==> src/rtl/axi4l_dtm.sv <==
// AXI4-Lite to DMI debug transport: an AXI4-Lite slave that forwards single
// register accesses to a debug module over the DMI request/response link.

package dm;
    typedef struct packed {
        logic [6:0]  addr;
        logic [31:0] data;
        logic [1:0]  op;
    } dmi_req_t;

    typedef struct packed {
        logic [31:0] data;
        logic [1:0]  resp;
    } dmi_resp_t;
endpackage

interface axi4l_if;
    logic [31:0] awaddr;
    logic        awvalid;
    logic        awready;
    logic [31:0] wdata;
    logic [3:0]  wstrb;
    logic        wvalid;
    logic        wready;
    logic [1:0]  bresp;
    logic        bvalid;
    logic        bready;
    logic [31:0] araddr;
    logic        arvalid;
    logic        arready;
    logic [31:0] rdata;
    logic [1:0]  rresp;
    logic        rvalid;
    logic        rready;

    modport slave (
        input  awaddr, awvalid, wdata, wstrb, wvalid, bready, araddr, arvalid, rready,
        output awready, wready, bresp, bvalid, arready, rdata, rresp, rvalid
    );
    modport master (
        output awaddr, awvalid, wdata, wstrb, wvalid, bready, araddr, arvalid, rready,
        input  awready, wready, bresp, bvalid, arready, rdata, rresp, rvalid
    );
endinterface

module axi4l_dtm #(
    parameter int unsigned TimeoutCycles = 1024,
    parameter int unsigned AddrLsb       = 2
) (
    input  logic          clk,
    input  logic          rst,
    axi4l_if.slave        axis,
    output logic          dmi_rst_n,
    output logic          dmi_req_valid,
    input  logic          dmi_req_ready,
    output dm::dmi_req_t  dmi_req,
    input  logic          dmi_resp_valid,
    output logic          dmi_resp_ready,
    input  dm::dmi_resp_t dmi_resp
);
    typedef enum logic [2:0] {S_IDLE, S_REQ, S_RESP, S_BRESP, S_RRESP} state_t;

    state_t       r_state, w_next;
    logic         r_aw_full, r_w_full, r_ar_full;
    logic [6:0]   r_awaddr, r_araddr;
    logic [31:0]  r_wdata;
    logic [3:0]   r_wstrb;
    logic         r_rr_wr, r_is_wr, r_err;
    logic [31:0]  r_rdata, r_cnt;
    dm::dmi_req_t r_req;

    logic w_aw_hs, w_w_hs, w_ar_hs, w_b_hs, w_r_hs;
    logic w_wr_rdy, w_rd_rdy, w_pick_wr, w_pick_rd;
    logic w_timeout, w_req_fire, w_resp_fire;
    logic w_unused;

    // Address bits outside the 7-bit DMI window are deliberately dropped.
    assign w_unused = ^{axis.awaddr, axis.araddr};

    assign w_aw_hs     = axis.awvalid && axis.awready;
    assign w_w_hs      = axis.wvalid && axis.wready;
    assign w_ar_hs     = axis.arvalid && axis.arready;
    assign w_b_hs      = (r_state == S_BRESP) && axis.bready;
    assign w_r_hs      = (r_state == S_RRESP) && axis.rready;
    assign w_wr_rdy    = r_aw_full && r_w_full;
    assign w_rd_rdy    = r_ar_full;
    // Round robin only moves when both types compete in the same cycle.
    assign w_pick_wr   = (r_state == S_IDLE) && w_wr_rdy && (!w_rd_rdy || r_rr_wr);
    assign w_pick_rd   = (r_state == S_IDLE) && w_rd_rdy && !w_pick_wr;
    assign w_timeout   = (TimeoutCycles != 0) && (r_state == S_REQ || r_state == S_RESP)
                         && (r_cnt == TimeoutCycles);
    assign w_req_fire  = (r_state == S_REQ) && !w_timeout && dmi_req_ready;
    assign w_resp_fire = (r_state == S_RESP) && !w_timeout && dmi_resp_valid;

    always_ff @(posedge clk) begin
        if (rst) r_state <= S_IDLE;
        else     r_state <= w_next;
    end

    always_comb begin
        w_next = r_state;
        case (r_state)
            S_IDLE: begin
                if (w_pick_wr)      w_next = (r_wstrb == 4'hF) ? S_REQ : S_BRESP;
                else if (w_pick_rd) w_next = S_REQ;
            end
            S_REQ: begin
                if (w_timeout)       w_next = r_is_wr ? S_BRESP : S_RRESP;
                else if (w_req_fire) w_next = S_RESP;
            end
            S_RESP: begin
                if (w_timeout || w_resp_fire) w_next = r_is_wr ? S_BRESP : S_RRESP;
            end
            S_BRESP: if (w_b_hs) w_next = S_IDLE;
            S_RRESP: if (w_r_hs) w_next = S_IDLE;
            default: w_next = S_IDLE;
        endcase
    end

    always_comb begin
        axis.awready   = !rst && !r_aw_full;
        axis.wready    = !rst && !r_w_full;
        axis.arready   = !rst && !r_ar_full;
        axis.bvalid    = !rst && (r_state == S_BRESP);
        axis.rvalid    = !rst && (r_state == S_RRESP);
        axis.bresp     = r_err ? 2'b10 : 2'b00;
        axis.rresp     = r_err ? 2'b10 : 2'b00;
        axis.rdata     = r_rdata;
        dmi_req_valid  = !rst && (r_state == S_REQ) && !w_timeout;
        dmi_resp_ready = !rst && (r_state == S_RESP) && !w_timeout;
        dmi_rst_n      = !rst && !w_timeout;
        dmi_req        = r_req;
    end

    always_ff @(posedge clk) begin
        if (rst) begin
            r_aw_full <= 1'b0;
            r_w_full  <= 1'b0;
            r_ar_full <= 1'b0;
            r_awaddr  <= '0;
            r_araddr  <= '0;
            r_wdata   <= '0;
            r_wstrb   <= '0;
            r_rr_wr   <= 1'b1;
            r_is_wr   <= 1'b0;
            r_err     <= 1'b0;
            r_rdata   <= '0;
            r_cnt     <= '0;
            r_req     <= '0;
        end else begin
            if (w_aw_hs) begin
                r_aw_full <= 1'b1;
                r_awaddr  <= axis.awaddr[AddrLsb+6:AddrLsb];
            end else if (w_b_hs) begin
                r_aw_full <= 1'b0;
            end
            if (w_w_hs) begin
                r_w_full <= 1'b1;
                r_wdata  <= axis.wdata;
                r_wstrb  <= axis.wstrb;
            end else if (w_b_hs) begin
                r_w_full <= 1'b0;
            end
            if (w_ar_hs) begin
                r_ar_full <= 1'b1;
                r_araddr  <= axis.araddr[AddrLsb+6:AddrLsb];
            end else if (w_r_hs) begin
                r_ar_full <= 1'b0;
            end

            if (r_state == S_IDLE && w_wr_rdy && w_rd_rdy) r_rr_wr <= !r_rr_wr;

            if (w_pick_wr) begin
                r_is_wr <= 1'b1;
                r_req   <= '{addr: r_awaddr, data: r_wdata, op: 2'd2};
                if (r_wstrb != 4'hF) begin
                    r_err   <= 1'b1;
                    r_rdata <= '0;
                end else begin
                    r_cnt <= '0;
                end
            end else if (w_pick_rd) begin
                r_is_wr <= 1'b0;
                r_req   <= '{addr: r_araddr, data: 32'h0, op: 2'd1};
                r_cnt   <= '0;
            end

            if (r_state == S_REQ || r_state == S_RESP) r_cnt <= r_cnt + 32'd1;

            if (w_timeout) begin
                r_err   <= 1'b1;
                r_rdata <= '0;
            end else if (w_resp_fire) begin
                r_err   <= (dmi_resp.resp != 2'd0);
                r_rdata <= (dmi_resp.resp == 2'd0) ? dmi_resp.data : 32'h0;
            end
        end
    end
endmodule

==> src/flat_wrapper.sv <==
// flat-port wrapper written by rule: the top's interface ports become plain ports
module axi4l_dtm_flat 
#(
    parameter int unsigned TimeoutCycles = 1024,
    parameter int unsigned AddrLsb       = 2
)
  (clk, rst, dmi_rst_n, dmi_req_valid, dmi_req_ready, dmi_req, dmi_resp_valid, dmi_resp_ready, dmi_resp, axis_awaddr, axis_awvalid, axis_wdata, axis_wstrb, axis_wvalid, axis_bready, axis_araddr, axis_arvalid, axis_rready, axis_awready, axis_wready, axis_bresp, axis_bvalid, axis_arready, axis_rdata, axis_rresp, axis_rvalid);
  axi4l_if axis_i ();
  input  logic clk;
  input  logic rst;
  output logic dmi_rst_n;
  output logic dmi_req_valid;
  input  logic dmi_req_ready;
  output dm::dmi_req_t dmi_req;
  input  logic dmi_resp_valid;
  output logic dmi_resp_ready;
  input  dm::dmi_resp_t dmi_resp;
  input wire logic [$bits(axis_i.awaddr)-1:0] axis_awaddr;
  input wire logic [$bits(axis_i.awvalid)-1:0] axis_awvalid;
  input wire logic [$bits(axis_i.wdata)-1:0] axis_wdata;
  input wire logic [$bits(axis_i.wstrb)-1:0] axis_wstrb;
  input wire logic [$bits(axis_i.wvalid)-1:0] axis_wvalid;
  input wire logic [$bits(axis_i.bready)-1:0] axis_bready;
  input wire logic [$bits(axis_i.araddr)-1:0] axis_araddr;
  input wire logic [$bits(axis_i.arvalid)-1:0] axis_arvalid;
  input wire logic [$bits(axis_i.rready)-1:0] axis_rready;
  output wire logic [$bits(axis_i.awready)-1:0] axis_awready;
  output wire logic [$bits(axis_i.wready)-1:0] axis_wready;
  output wire logic [$bits(axis_i.bresp)-1:0] axis_bresp;
  output wire logic [$bits(axis_i.bvalid)-1:0] axis_bvalid;
  output wire logic [$bits(axis_i.arready)-1:0] axis_arready;
  output wire logic [$bits(axis_i.rdata)-1:0] axis_rdata;
  output wire logic [$bits(axis_i.rresp)-1:0] axis_rresp;
  output wire logic [$bits(axis_i.rvalid)-1:0] axis_rvalid;
  assign axis_i.awaddr = axis_awaddr;
  assign axis_i.awvalid = axis_awvalid;
  assign axis_i.wdata = axis_wdata;
  assign axis_i.wstrb = axis_wstrb;
  assign axis_i.wvalid = axis_wvalid;
  assign axis_i.bready = axis_bready;
  assign axis_i.araddr = axis_araddr;
  assign axis_i.arvalid = axis_arvalid;
  assign axis_i.rready = axis_rready;
  assign axis_awready = axis_i.awready;
  assign axis_wready = axis_i.wready;
  assign axis_bresp = axis_i.bresp;
  assign axis_bvalid = axis_i.bvalid;
  assign axis_arready = axis_i.arready;
  assign axis_rdata = axis_i.rdata;
  assign axis_rresp = axis_i.rresp;
  assign axis_rvalid = axis_i.rvalid;
  axi4l_dtm #(.TimeoutCycles(TimeoutCycles), .AddrLsb(AddrLsb)) u_core (.clk(clk), .rst(rst), .axis(axis_i), .dmi_rst_n(dmi_rst_n), .dmi_req_valid(dmi_req_valid), .dmi_req_ready(dmi_req_ready), .dmi_req(dmi_req), .dmi_resp_valid(dmi_resp_valid), .dmi_resp_ready(dmi_resp_ready), .dmi_resp(dmi_resp));
endmodule
==> config.mk <==
export PLATFORM = sky130hd
export DESIGN_NAME = axi4l_dtm_flat
export DESIGN_NICKNAME = d
export VERILOG_FILES = /design/src/rtl/axi4l_dtm.sv /design/src/flat_wrapper.sv
export SDC_FILE = /design/constraint.sdc
export NUM_CORES = 1
export LEC_CHECK = 0
export ABC_CLOCK_PERIOD_IN_PS = 3300
export CORE_MARGIN = 5
export CORE_UTILIZATION = 48
export CTS_CLUSTER_DIAMETER = 100
export DETAILED_ROUTE_END_ITERATION = 16
export PLACE_DENSITY = 0.85
export RECOVER_POWER = 100
export REMOVE_ABC_BUFFERS = 1
export SYNTH_ARGS = -nofsm -noshare
export SYNTH_HDL_FRONTEND = slang
export SYNTH_SLANG_ARGS = --single-unit
==> constraint.sdc <==
create_clock -name clk -period 3.3 [get_ports clk]
set_input_delay 0.99 -clock clk [delete_from_list [all_inputs] [get_ports clk]]
set_output_delay 0.99 -clock clk [all_outputs]
set_load 0.05 [all_outputs]
==> run_results.csv, run 1 <==
group,metric,value,unit
outcome,outcome,"finished, final reports clean",
yosys,yosysSeqAreaShare,0.515,
yosys,synth.ff_latch_count,163,
finish,syn_to_final_growth,37.7,%
worst_setup_path,path_cells,"clkbuf_1 > clkbuf_2 > nor2_1 > buf_4",
route,first_iter_violations,357,
floorplan,design.core.area,0.0131,mm2
route,antenna_left,0,
power,p_leak,3.42,nW
worst_setup_path,cp_max_fo,44,
yosys,synth_warnings,0,
clock_tree,post_cts_buffers,0,
sta,rsz0062_at_grt,"no",
clock_tree,worst_skew_pair.late_latency,420,ps
worst_setup_path,path_buf_inv,3,
route,wire_per_inst,16.2,um
floorplan,rows,42,
clock_tree,ctsHoldBuffers,0,
finish,antenna_cells,0,
worst_setup_path,max_stage_delay,710,ps
sta,min_period,3150,ps
grt,overflow,0,
grt,grtUsageTotal,0.218,
floorplan,fp.dieH,125,um
floorplan,die_width,125,um
grt,grt_pass1_wl,28.0,mm
finish,drive_gt1_frac,0.0767,
sta,skew,9.98,ps
sta,period_share,0.955,
worst_setup_path,crit_end,"axis_wready",
worst_setup_path,setup.worst_path.start_class,"input pin",
sta,fmax,0.317,GHz
clock_tree,clk_pin_slew_worst_paths,60,ps
grt,grt_pass1_vias,5600,
clock_tree,clock-root-buffer,"clkbuf_16",
worst_setup_path,crit_type,"input pin to output port",
yosys,ys.flop_type,"dfxtp_1",
placed_design,dp_slack,373,ps
route,wl,17.1,mm
placed_design,hpwlAfterDp,11.1,mm
worst_setup_path,path_depth,4,
clock_tree,htree_num_levels,4,
floorplan,start_util,0.484,
yosys,synthDistinctLibCells,51,
grt,antenna_found_initial,0,
power,peakVddDrop,374,uV
yosys,syn-cell-area,0.00633,mm2
floorplan,io_pins,228,
power,power_density,587,mW/mm2
route,vias_per_cell,5.56,
sta,fin_ws,149,ps
sta,relSlewSlack,0.196,
finish,layout.nets,1006,
sta,worstMarginPinSlew,1210,ps
sta,setup_viol,0,
worst_setup_path,worstReg2RegEnd,"u_core.r_cnt[2]",
worst_setup_path,path_delay_family,"buffers and inverters",
route,route.detailed.drc,0,
finish,finish.utilization,0.666,
sta,slew_violations,0,
worst_setup_path,r2r_start,"u_core.r_state[2]",
clock_tree,cts-buffers-inserted,17,
worst_setup_path,worstRegToRegCells,5,
worst_setup_path,slowest_stage,"clkbuf_2",
worst_setup_path,cp-startpoint,"rst",
route,vias,5833,
min_path,hp-class,"register to register",
placed_design,gp_congestion,0.862,
clock_tree,cts_buffer_depth,2,
route,drtPass1Iterations,5,
worst_setup_path,r2r_slack,620,ps
placed_design,port_buffers,175,
run,maxCapViolations,0,
grt,grt_max_degree,73,
floorplan,die_area,0.0156,mm2
sta,hold_viol_final,0,
worst_setup_path,cp.arrival,2160,ps
clock_tree,numClockSinks,163,
worst_setup_path,cp-end-kind,"output port",
yosys,syn-instance-count,709,
yosys,async_flop_share,0,
yosys,synth_edf_count,0,
finish,nFillCells,1007,
yosys,postSynthAreaPerCell,8.93,um2
worst_setup_path,critical_path_required,2310,ps
clock_tree,cts_tree,"built",
==> worst min-delay path, cell delays in order (launching register included) <==
cell	delay, ps
dfxtp_1	310
nand2_1	50
o21ai_0	60
==> sequential cells by signal, summed over array words and instances (netlist names), 3 cells and up <==
register / cells
u_core.axis.rdata: 32
u_core.dmi_req: 40
u_core.r_araddr: 7
u_core.r_awaddr: 7
u_core.r_cnt: 32
u_core.r_state: 3
u_core.r_wdata: 32
u_core.r_wstrb: 4
==> through the flow <==
step	TNS [ps]	hold slack [ps]	cell area, um2	std cells	power, mW
global route	0	475	8720	1050	5.34
floorplan	-921	436	6090	654	2.82
global placement	0	443	8230	1018	3.24
finish	0	458	8720	1050	5.12
detailed placement	0	450	8230	1018	3.26
CTS	0	461	8800	1050	5.16
==> worst min-delay path by stage <==
stage	depth (start not counted)	startpoint	slack, ps	endpoint
after floorplan	2	u_core.r_wdata[0]	440	u_core.r_wdata[0]
after global placement	2	u_core.r_wdata[15]	440	u_core.r_wdata[15]
after detailed placement	2	u_core.r_wdata[13]	450	u_core.r_wdata[13]
after CTS	2	u_core.r_wstrb[2]	460	u_core.r_wstrb[2]
after global routing	2	u_core.r_wdata[14]	480	u_core.r_wdata[14]
final	2	u_core.r_wdata[9]	460	u_core.r_wdata[9]
==> report_power, final <==
| group | leakage, nW | internal (mW) | total, mW | switching [mW] |
|---|---|---|---|---|
| Clock | 0.272 | 1.07 | 1.91 | 0.832 |
| Combinational | 1.82 | 0.384 | 1.06 | 0.672 |
| Sequential | 1.32 | 2.07 | 2.16 | 0.0918 |
==> layout make-up <==
cell class | instances | area [um2] | area share
inverter | 9 | 33.8 | 0.00387
tap | 176 | 220 | 0.0253
timing repair buffer | 188 | 1830 | 0.209
multi-input combinational | 482 | 2810 | 0.322
clock buffer | 20 | 447 | 0.0512
sequential | 163 | 3260 | 0.374
clock inverter | 12 | 120 | 0.0138
==> cells in the mapped netlist, types with 3 or more instances <==
cell | count | area (um2)
a211o_1 | 3 | 26.3
a21oi_1 | 28 | 140
a222oi_1 | 7 | 70.1
a22o_1 | 32 | 280
a22oi_1 | 32 | 240
a311oi_1 | 3 | 26.3
and2_1 | 4 | 25.0
and3_1 | 9 | 56.3
buf_1 | 3 | 11.3
buf_2 | 11 | 55.1
buf_4 | 5 | 37.5
clkbuf_1 | 37 | 139
dfxtp_1 | 163 | 3260
inv_1 | 9 | 33.8
mux2i_1 | 16 | 160
nand2_1 | 101 | 379
nand3_1 | 21 | 105
nand4_1 | 10 | 62.6
nor2_1 | 78 | 293
nor2b_1 | 4 | 25.0
nor3_1 | 7 | 35.0
nor4_1 | 7 | 43.8
nor4b_1 | 3 | 26.3
o211ai_1 | 12 | 90.1
o21ai_0 | 45 | 225
o41ai_1 | 5 | 43.8
or2_2 | 6 | 37.5
or3_1 | 12 | 75.1
or3b_2 | 3 | 26.3
xnor2_1 | 3 | 26.3
==> routing by layer <==
layer | GRT usage | wire [um]
met4 | 0.0784 | 367
met2 | 0.354 | 8230
met3 | 0.0901 | 1500
met1 | 0.260 | 6960
met5 | 0 | 0
==> cells by family after synthesis <==
kind of cell	Yosys count	synth area share
xor gates and xnor gates	5	0.00810
muxes	17	0.0271
DFF	163	0.515
AOI/OAI and AO/OA	176	0.191
other	1	0.000592
buffers and inverters	65	0.0437
and+or+nand+nor	280	0.211
adders and majority gates	2	0.00395
==> timing repair <==
action	CTS	global route
setup endpoints to repair	1	3
resized for setup	1	2
pin swaps	0	1
==> cells in the final DEF, fill, tap and decap left out, types with 5 or more instances in the layout <==
cell type        count
or3_1               12
clkbuf_1             7
clkdlybuf4s50_1     87
mux2i_1             16
nor3_1               7
o41ai_1              5
a22oi_1             32
a21oi_1             28
nand2_1            101
nor2_1              78
nand3_1             20
a222oi_1             7
or2_2                6
clkbuf_2             5
o211ai_1            12
a22o_1              32
inv_1                9
o21ai_0             45
and3_1               9
nor4_1               7
dlygate4sd3_1       79
clkbuf_16           17
nand4_1             10
buf_4                7
dfxtp_1            162
Note: power is estimated with default switching activity, not from simulation.
==> run 2: changes to the inputs <==
--- a/config.mk
+++ b/config.mk
@@ -5,7 +5,9 @@
 export SDC_FILE = /design/constraint.sdc
 export NUM_CORES = 1
 export LEC_CHECK = 0
+export ABC_AREA = 0
 export ABC_CLOCK_PERIOD_IN_PS = 3300
+export CORE_ASPECT_RATIO = 1.25
 export CORE_MARGIN = 5
 export CORE_UTILIZATION = 48
 export CTS_CLUSTER_DIAMETER = 100
==> run 2 against run 1 <==
Against the previous run: via count fell by 0.46%; critical endpoint is now dmi_resp_ready; clock power rose by 7%; die area barely moved; sequential power barely moved; first-iteration DRC count rose by 9.5%; largest power group unchanged; worst setup slack got worse by 38 ps; hold slack got worse by 0.67 ps; cell count rose by 0.29%; utilization rose by 0.29 points; sequential share of layout area fell by 0.25 points.
==> run_results.csv, run 2 (same netlist as run 1, synthesis figures left out) <==
group,metric,value,unit
route,antenna_left,0,
clock_tree,cts_tree,"built",
grt,grt_max_degree,73,
route,vias,5806,
worst_setup_path,setup.worst_path.start_class,"register",
route,vias_per_cell,5.51,
sta,min_period,3190,ps
floorplan,die_width,113,um
power,total_power,5.24,mW
sta,fmax,0.314,GHz
sta,skew,7.34,ps
finish,largest_reg_flops,40,
clock_tree,worst_skew_pair.late_latency,420,ps
sta,hold_viol_final,0,
grt,grtUsageTotal,0.219,
grt,grt_pass1_wl,28.3,mm
worst_setup_path,cp_max_fo,13,
power,p_seq_frac,0.411,
clock_tree,clock-root-buffer,"clkbuf_16",
sta,slew_violations,0,
min_path,hp-class,"register to register",
worst_setup_path,max_stage_delay,590,ps
sta,setup_viol,0,
route,wl,16.9,mm
route,first_iter_violations,391,
placed_design,port_buffers,175,
sta,period_share,0.966,
worst_setup_path,slowest_stage,"dfxtp_1",
placed_design,gp_congestion,0.867,
floorplan,design.core.area,0.0131,mm2
grt,grt_pass1_vias,5755,
finish,final_cell_mix,"dfxtp_1, nand2_1, clkdlybuf4s50_1",
clock_tree,htree_num_levels,4,
worst_setup_path,crit_type,"register to output port",
sta,relSlewSlack,0.131,
power,p_comb_frac,0.199,
floorplan,rows,47,
sta,worstMarginPinSlew,1300,ps
floorplan,start_util,0.483,
run,maxCapViolations,0,
clock_tree,numClockSinks,163,
grt,antenna_found_initial,2,
clock_tree,cts-buffers-inserted,17,
worst_setup_path,path_cells,"xnor2_2 > nor3_1 > nand3_2 > nand2_2 > nor3b_2 > buf_4 > buf_6",
finish,drive_gt1_frac,0.0840,
floorplan,io_pins,228,
route,route.detailed.drc,0,
power,intPower,3.67,mW
power,sw_frac_of_total,0.300,
worst_setup_path,cp.arrival,2200,ps
floorplan,die_area,0.0156,mm2
power,power_density,597,mW/mm2
route,drtPass1Iterations,5,
finish,layout.nets,1013,
finish,syn_to_final_growth,38.7,%
outcome,outcome,"finished, final reports clean",
route,wire_per_inst,16.1,um
power,peakVddDrop,459,uV
power,p_leak,3.45,nW
sta,tns,0,ps
clock_tree,clk_pin_slew_worst_paths,60,ps
finish,final_common_cell,"dfxtp_1",
worst_setup_path,critical_path_required,2310,ps
floorplan,fp.dieH,138,um
clock_tree,cts_buffer_depth,2,
worst_setup_path,cp-end-kind,"output port",
power,switchingPower,1.57,mW
power,clock_power_share,0.390,
sta,rsz0062_at_grt,"no",
grt,overflow,0,
placed_design,hpwlAfterDp,12.0,mm
run 2: cell types whose count changed in the layout (fill, tap and decap cells not counted), moves of 2 or more:
cell	previous run	this run
buf_12	2	0
clkbuf_2	5	9
bufinv_16	1	3
buf_4	7	12
clkinv_4	0	2
inv_8	2	0
clkbuf_4	2	0
run 2: power groups by stage:
stage | Combinational (mW) | Sequential [mW] | Clock, mW
finish | 1.04 | 2.15 | 2.04
global route | 1.13 | 2.17 | 2.17
CTS | 1.09 | 2.15 | 2.08
detailed placement | 1.08 | 2.20 | 0
global placement | 1.07 | 2.19 | 0
floorplan | 0.504 | 2.32 | 0
run 2: timing repair:
| item | in CTS | in global routing |
|---|---|---|
| hold buffers | 0 | 0 |
| buffers inserted | 0 | 0 |
| endpoints found under the setup margin | 1 | 1 |
| endpoints found under the hold margin | 0 | 0 |
| resized for setup | 1 | 4 |
| pin swaps | 0 | 1 |
run 2: layer usage:
layer	wire length (um)	track usage
met4	276	0.0709
met1	6670	0.251
met2	8330	0.367
met3	1640	0.0918
met5	7	0
run 2: area by class of cell:
| type | instances | area [um2] |
|---|---|---|
| fill | 1027 | 4340 |
| clock buffer | 19 | 443 |
| multi-input combinational | 482 | 2820 |
| sequential | 163 | 3260 |
| tap | 171 | 214 |
| timing repair buffer | 195 | 1830 |
| antenna | 1 | 2.50 |
| clock inverter | 13 | 171 |
| inverter | 9 | 33.8 |
run 2: worst paths after layout:
kind,slack [ps],start,end,depth (start not counted)
worst max-delay path,110,u_core.r_state[1],dmi_resp_ready,7
worst min register to register,460,u_core.r_wdata[15],u_core.r_wdata[15],2
worst max register to register,360,u_core.r_state[2],u_core.r_state[0],7
worst min-delay path,460,u_core.r_wdata[15],u_core.r_wdata[15],2
run 2: per-stage QoR:
stage | instances | setup slack, ps | area [um2] | hold WS (ps) | util
floorplan | 654 | -708 | 6090 | 436 | -
global route | 1053 | 24.2 | 8780 | 484 | 0.669
global placement | 1020 | 341 | 8240 | 443 | 0.628
detailed placement | 1020 | 292 | 8240 | 450 | 0.628
finish | 1053 | 111 | 8780 | 458 | 0.669
CTS | 1052 | 63.3 | 8860 | 460 | 0.675
run 2: critical path: cells and delay by family, from the launching register on:
kind,cells,cell delay [ps]
xor gates and xnor gates,1,210
and+or+nand+nor,4,700
buffers and inverters,2,270
DFF,1,590
